<file path="config.mk">
export PLATFORM = sky130hd
export DESIGN_NAME = alu_issue_ctrl
export DESIGN_NICKNAME = d
export VERILOG_FILES = /design/src/rtl/alu_pkg.sv /design/src/rtl/alu_result_fifo.sv /design/src/rtl/alu_issue_ctrl.sv
export SDC_FILE = /design/constraint.sdc
export NUM_CORES = 1
export LEC_CHECK = 0
export CAP_MARGIN = 20
export CORE_MARGIN = 10
export CORE_UTILIZATION = 50
export DETAILED_ROUTE_END_ITERATION = 6
export PLACE_DENSITY_LB_ADDON = 0.1
export SETUP_SLACK_MARGIN = 0.15
export SLEW_MARGIN = 20
export SYNTH_ARGS = -nofsm -noshare
export SYNTH_HDL_FRONTEND = slang
export SYNTH_HIERARCHICAL = 1
export SYNTH_SLANG_ARGS = --single-unit
</file>
<file path="constraint.sdc">
create_clock -name i_clk -period 3.5 [get_ports i_clk]
set_input_delay 1.05 -clock i_clk [delete_from_list [all_inputs] [get_ports i_clk]]
set_output_delay 1.05 -clock i_clk [all_outputs]
set_load 0.01 [all_outputs]
</file>
<file path="src/rtl/alu_pkg.sv">
// Shared widths and opcode encodings for the registered ALU and its issue controller.
package alu_pkg;

    localparam int DATA_WIDTH  = 32;
    localparam int INST_WIDTH  = 4;
    localparam int ENTRY_WIDTH = DATA_WIDTH + 1 + INST_WIDTH;

    localparam logic [INST_WIDTH-1:0] OP_ADD  = 4'd0;
    localparam logic [INST_WIDTH-1:0] OP_SUB  = 4'd1;
    localparam logic [INST_WIDTH-1:0] OP_MUL  = 4'd2;
    localparam logic [INST_WIDTH-1:0] OP_MAX  = 4'd3;
    localparam logic [INST_WIDTH-1:0] OP_MIN  = 4'd4;
    localparam logic [INST_WIDTH-1:0] OP_ADDU = 4'd5;
    localparam logic [INST_WIDTH-1:0] OP_SUBU = 4'd6;
    localparam logic [INST_WIDTH-1:0] OP_MULU = 4'd7;
    localparam logic [INST_WIDTH-1:0] OP_MAXU = 4'd8;
    localparam logic [INST_WIDTH-1:0] OP_MINU = 4'd9;
    localparam logic [INST_WIDTH-1:0] OP_AND  = 4'd10;
    localparam logic [INST_WIDTH-1:0] OP_OR   = 4'd11;
    localparam logic [INST_WIDTH-1:0] OP_XOR  = 4'd12;
    localparam logic [INST_WIDTH-1:0] OP_NOT  = 4'd13;
    localparam logic [INST_WIDTH-1:0] OP_REV  = 4'd14;

endpackage

</file>
<file path="src/rtl/alu_result_fifo.sv">
// Synchronous show-ahead FIFO holding tagged ALU results; head is visible while non-empty.
module alu_result_fifo #(
    parameter int WIDTH = 37,
    parameter int DEPTH = 4
) (
    input  logic                       clk,
    input  logic                       rst,
    input  logic                       push,
    input  logic [WIDTH-1:0]           push_data,
    input  logic                       pop,
    output logic [WIDTH-1:0]           head,
    output logic                       empty,
    output logic [$clog2(DEPTH):0]     count
);

    localparam int AW = $clog2(DEPTH);
    localparam logic [AW:0] FULL_CNT = (AW+1)'(DEPTH);

    logic [WIDTH-1:0] mem_reg [DEPTH];
    logic [AW-1:0]    wr_ptr_reg;
    logic [AW-1:0]    rd_ptr_reg;
    logic [AW:0]      count_reg;
    logic             do_push;
    logic             do_pop;

    // A push into a full FIFO is legal only when the head leaves in the same cycle.
    assign do_pop  = pop && (count_reg != '0);
    assign do_push = push && ((count_reg != FULL_CNT) || do_pop);

    generate
        for (genvar gi = 0; gi < DEPTH; gi++) begin : g_mem
            always_ff @(posedge clk) begin
                if (rst) begin
                    mem_reg[gi] <= '0;
                end else if (do_push && (wr_ptr_reg == AW'(gi))) begin
                    mem_reg[gi] <= push_data;
                end
            end
        end
    endgenerate

    always_ff @(posedge clk) begin
        if (rst) begin
            wr_ptr_reg <= '0;
            rd_ptr_reg <= '0;
            count_reg  <= '0;
        end else begin
            if (do_push) wr_ptr_reg <= wr_ptr_reg + AW'(1);
            if (do_pop)  rd_ptr_reg <= rd_ptr_reg + AW'(1);
            case ({do_push, do_pop})
                2'b10:   count_reg <= count_reg + (AW+1)'(1);
                2'b01:   count_reg <= count_reg - (AW+1)'(1);
                default: count_reg <= count_reg;
            endcase
        end
    end

    assign head  = mem_reg[rd_ptr_reg];
    assign empty = (count_reg == '0);
    assign count = count_reg;

endmodule

</file>
<file path="src/rtl/alu_issue_ctrl.sv">
// Issues commands to the registered ALU and buffers its results with credit-based flow control.
import alu_pkg::*;

module alu_issue_ctrl #(
    parameter int DATA_WIDTH = alu_pkg::DATA_WIDTH,
    parameter int INST_WIDTH = alu_pkg::INST_WIDTH,
    parameter int DEPTH      = 4,
    parameter int CNT_WIDTH  = 16
) (
    input  logic                  i_clk,
    input  logic                  i_rst,
    input  logic                  i_cmd_valid,
    output logic                  o_cmd_ready,
    input  logic [DATA_WIDTH-1:0] i_cmd_a,
    input  logic [DATA_WIDTH-1:0] i_cmd_b,
    input  logic [INST_WIDTH-1:0] i_cmd_inst,
    output logic [DATA_WIDTH-1:0] o_alu_data_a,
    output logic [DATA_WIDTH-1:0] o_alu_data_b,
    output logic [INST_WIDTH-1:0] o_alu_inst,
    output logic                  o_alu_valid,
    input  logic [DATA_WIDTH-1:0] i_alu_data,
    input  logic                  i_alu_overflow,
    input  logic                  i_alu_valid,
    output logic                  o_res_valid,
    input  logic                  i_res_ready,
    output logic [DATA_WIDTH-1:0] o_res_data,
    output logic                  o_res_overflow,
    output logic [INST_WIDTH-1:0] o_res_inst,
    output logic [CNT_WIDTH-1:0]  o_ovf_cnt,
    output logic                  o_err
);

    localparam int AW = $clog2(DEPTH);
    localparam int EW = DATA_WIDTH + 1 + INST_WIDTH;

    logic [DATA_WIDTH-1:0] alu_a_reg;
    logic [DATA_WIDTH-1:0] alu_b_reg;
    logic [INST_WIDTH-1:0] alu_inst_reg;
    logic                  alu_valid_reg;
    logic                  expect_reg;
    logic [INST_WIDTH-1:0] inst_d1_reg;
    logic [CNT_WIDTH-1:0]  ovf_cnt_reg;
    logic                  err_reg;

    logic                  accept;
    logic                  capture;
    logic                  fifo_empty;
    logic [AW:0]           fifo_count;
    logic [EW-1:0]         fifo_head;
    logic [AW+1:0]         committed;

    // Every issued command owns a FIFO slot from acceptance until its result is popped.
    assign committed   = (AW+2)'(fifo_count) + (AW+2)'(alu_valid_reg) + (AW+2)'(expect_reg);
    assign o_cmd_ready = (committed < (AW+2)'(DEPTH));
    assign accept      = i_cmd_valid && o_cmd_ready;
    assign capture     = expect_reg && i_alu_valid;

    always_ff @(posedge i_clk) begin
        if (i_rst) begin
            alu_a_reg     <= '0;
            alu_b_reg     <= '0;
            alu_inst_reg  <= '0;
            alu_valid_reg <= 1'b0;
            expect_reg    <= 1'b0;
            inst_d1_reg   <= '0;
            ovf_cnt_reg   <= '0;
            err_reg       <= 1'b0;
        end else begin
            alu_valid_reg <= accept;
            if (accept) begin
                alu_a_reg    <= i_cmd_a;
                alu_b_reg    <= i_cmd_b;
                alu_inst_reg <= i_cmd_inst;
            end
            expect_reg  <= alu_valid_reg;
            inst_d1_reg <= alu_inst_reg;
            if (capture && i_alu_overflow && (ovf_cnt_reg != '1)) begin
                ovf_cnt_reg <= ovf_cnt_reg + CNT_WIDTH'(1);
            end
            if (i_alu_valid != expect_reg) begin
                err_reg <= 1'b1;
            end
        end
    end

    alu_result_fifo #(
        .WIDTH (EW),
        .DEPTH (DEPTH)
    ) u_fifo (
        .clk       (i_clk),
        .rst       (i_rst),
        .push      (capture),
        .push_data ({i_alu_data, i_alu_overflow, inst_d1_reg}),
        .pop       (i_res_ready),
        .head      (fifo_head),
        .empty     (fifo_empty),
        .count     (fifo_count)
    );

    assign o_alu_data_a   = alu_a_reg;
    assign o_alu_data_b   = alu_b_reg;
    assign o_alu_inst     = alu_inst_reg;
    assign o_alu_valid    = alu_valid_reg;
    assign o_res_valid    = !fifo_empty;
    assign o_res_data     = fifo_head[EW-1 -: DATA_WIDTH];
    assign o_res_overflow = fifo_head[INST_WIDTH];
    assign o_res_inst     = fifo_head[INST_WIDTH-1:0];
    assign o_ovf_cnt      = ovf_cnt_reg;
    assign o_err          = err_reg;

endmodule
</file>
==> Implementation_results.wiki <==
{| class="wikitable"
! Metric !! Value
|-
| Reg-to-reg endpoint || u_fifo/mem_reg[3][34]$_SDFFCE_PN0P_
|-
| Routed wire length per instance || 19.0 um
|-
| Number of cells traversed by the worst hold path || 2
|-
| Net count after synthesis || 988
|-
| Netlist area before placement || 10300 um2
|-
| Placer's final routability congestion estimate || 0.787
|-
| GRT overflow || 0
|-
| Ratio of cells with drive above 1 in the final layout || 12.3%
|-
| Startpoint of the tightest hold check path || o_alu_data_a[8]$_SDFFE_PP0P_
|-
| Tot GR Track Use || 19.2%
|-
| Synth warnings || 6
|-
| Most common cell in the synthesized netlist || sky130_fd_sc_hd__nor2_1
|-
| Layout area overhead || 34.1%
|-
| Pin count of the biggest net entering global routing || 108
|-
| Final clock skew || 0.0138 ns
|-
| Number of buffers created by CTS || 26
|-
| Beginning of the worst register-to-register path || u_fifo/count[0]$_SDFFE_PP0P_
|-
| Vias in the first global route || 7383
|-
| Depth of the worst register-to-register path || 5
|-
| Worst rel slew slack || 47.1%
|-
| Area of the core region || 20200 um2
|-
| Commonest register cell after synthesis || sky130_fd_sc_hd__edfxtp_1
|-
| Clk pin slew, worst setup/hold paths || 0.06 ns
|-
| Part of the Yosys area used for sequential elements || 62.8%
|-
| Vert. Die Dim || 163 um
|-
| Crit path cell chain || clkbuf_16 -> mux4_2 -> clkdlybuf4s50_1
|-
| Share of the cycle needed by the critical path after routing || 92.7%
|-
| Violation count after the first detailed-routing iteration || 629
|-
| Maximum number of buffers from clock root to sink || 3
|-
| Drt first pass iters || 5
|-
| WL final || 26.3 mm
|-
| Antenna violations before repair || 1
|-
| Distinct cell type count of the synthesized netlist || 54
|-
| Yosys top cell area share || 43.3%
|-
| Site row count || 52
|-
| Max-capacitance violation count || 0
|-
| R2R setup slack || 1.38 ns
|-
| Upper clock frequency limit || 0.308 GHz
|-
| Register bit total from synthesis || 248
|-
| Result of the run || completed
|-
| Global-route wire length before repair || 41.1 mm
|-
| Die X-Extent || 163 um
|-
| Biggest area contributors in the synthesized netlist || sky130_fd_sc_hd__edfxtp_1 43%, sky130_fd_sc_hd__dfxtp_1 19%, sky130_fd_sc_hd__mux4_2 8.1%
|-
| Post-Synthesis Cells || 874
|-
| Count of flip-flops with a built-in enable after synthesis || 148
|-
| Nature of the critical path endpoint || output pin
|-
| Total power of the final layout || 6.62 mW
|-
| Number of H-tree levels || 1
|-
| Critical Path Slowest Stage Cell || sky130_fd_sc_hd__mux4_2
|-
| Clock Latency Late Sink || 0.52 ns
|-
| Effective utilization at floorplan || 50.7%
|-
| Vias after detailed routing || 7248
|-
| CP Class || reg -> out
|-
| Nets || 1211
|-
| CTS tree || done
|-
| Power density over cell area || 481 nW/um2
|-
| Cell chosen for the clock root || sky130_fd_sc_hd__clkbuf_16
|-
| Setup repair after global routing missed its margin || no
|-
| Delay of the slowest cell on the worst path || 0.53 ns
|-
| Slew at the pin closest to its max-slew limit || 0.785 ns
|-
| Data required time of the worst path || 2.45 ns
|-
| Biggest area consumer among synthesized cells || sky130_fd_sc_hd__edfxtp_1
|-
| Cell types with the highest counts after synthesis || 152 x sky130_fd_sc_hd__nor2_1, 148 x sky130_fd_sc_hd__edfxtp_1, 132 x sky130_fd_sc_hd__nand2_1, 100 x sky130_fd_sc_hd__dfxtp_1, 82 x sky130_fd_sc_hd__a21oi_1
|-
| CP Launch Type || register
|-
| Count of port buffers added during placement || 230
|-
| Endpoint of the worst hold-timing path || o_alu_data_a[8]$_SDFFE_PP0P_
|-
| Avg Cell Area, Syn || 11.7 um2
|-
| Detailed-route vias per instance || 5.23
|-
| Drt drc || 0
|-
| Postcts setup bufs || 0
|-
| Number of flip-flops in the largest register || 148
|-
| Placed wire-length estimate after detailed placement || 17.4 mm
|-
| Setup-violating endpoint count in the final report || 0
|-
| Highest net fanout along the worst path || 9
|-
| Final total negative setup slack || 0 ns
|-
| I/O pin count || 231
|-
| Number of clock sinks seen by CTS || 248
|-
| Critical path arrival || 2.19 ns
|-
| Die area || 26700 um2
|-
| Peak supply drop || 425 uV
|-
| Post-detailed-route count of antenna-violating nets || 0
|-
| Minimum clock period after layout || 3.24 ns
|-
| Final count of pins violating max slew || 0
|-
| Leakage Power || 4.78 nW
|-
| HP Class || reg -> reg
|-
| Count of final hold-check violations || 0
|-
| Number of antenna cells inserted || 0
|-
| Hold buffer count at CTS || 0
|-
| Ys async rst share || 0%
|}
-- report_power, final --
part,internal (mW),switching [mW]
registers,3.20,0.0427
logic,0.323,0.273
clock network,1.65,1.12
-- per-layer routing --
layer / GRT usage (%) / part of all wire, % / vias up
met2: 31.9 / 49 / 271
met4: 4.26 / 1.3 / 0
met1: 22.6 / 39 / 3439
li1: - / - / 3511
met5: 0 / 0 / -
met3: 8.36 / 12 / 27
-- worst max-delay path: cells and delay by family, from the launching register on --
kind     cells  cell delay [ns]
buf+inv      2             0.70
flops        1             0.43
mux          1             0.53
-- stage by stage --
| stage | worst slack (ns) | instance area (um2) | util, % | hold WS, ns | std cells |
|---|---|---|---|---|---|
| 6_report | 0.255 | 13800 | 68.0 | 0.451 | 1387 |
| 5_1_grt | 0.192 | 13800 | 68.0 | 0.470 | 1387 |
| 4_1_cts | 0.134 | 13700 | 67.7 | 0.456 | 1384 |
| 3_5_place_dp | 0.373 | 12800 | 63.3 | 0.447 | 1336 |
| 3_3_place_gp | 0.405 | 12800 | 63.3 | 0.440 | 1336 |
| 2_1_floorplan | 0.435 | 10300 | - | 0.481 | 874 |
-- worst max path at each step --
stage | startpoint | to | slack, ns | depth (start not counted)
2_1_floorplan | i_alu_valid | u_fifo/mem_reg[2][0]$_SDFFCE_PN0P_ | 0.43 | 5
3_3_place_gp | i_alu_valid | u_fifo/mem_reg[3][31]$_SDFFCE_PN0P_ | 0.40 | 6
3_5_place_dp | i_alu_valid | u_fifo/mem_reg[3][31]$_SDFFCE_PN0P_ | 0.37 | 6
4_1_cts | register | o_res_data[13] | 0.13 | 3
5_1_grt | register | o_res_inst[1] | 0.19 | 3
6_report | register | o_res_inst[3] | 0.26 | 3
-- kinds of logic after synthesis --
logic type               synth area share [%]
AND/OR/NAND/NOR                          17.3
flip-flops                               62.8
AO/OA/AOI/OAI                            6.25
buffers and inverters                    3.89
multiplexers                             8.32
adder cells (fa/ha/maj)                  1.05
XOR/XNOR                                0.426
-- placed cells by master (no fill, tap or decap), drive strengths merged, types with 3 or more instances in the layout --
cell	instances
nand3	14
or3	6
or4	8
bufinv	3
buf	24
a21oi	82
mux4	37
o22a	4
nor2	162
xor2	4
dfxtp	100
clkdlybuf4s50	229
nand2	132
o31ai	7
nand2b	43
clkinv	9
ha	7
nor2b	6
o21ai	9
o211ai	3
inv	13
nor3	3
clkinvlp	5
nand4	4
clkbuf	32
edfxtp	148
-- layout make-up --
type | instances | area (um2)
Inverter | 12 | 45.0
Clock buffer | 30 | 697
Sequential cell | 248 | 6450
Fill cell | 1526 | 6470
Clock inverter | 18 | 179
Timing Repair Buffer | 255 | 2620
Multi-Input combinational cell | 554 | 3430
Tap cell | 270 | 338
-- repair_timing --
action | in CTS | in global routing
hold endpoints to repair | 0 | 0
setup endpoints to repair | 4 | 26
pin swaps | 0 | 0
gates resized for setup | 0 | 3
cloned | 0 | 3
(Power assumes the default switching activity.)
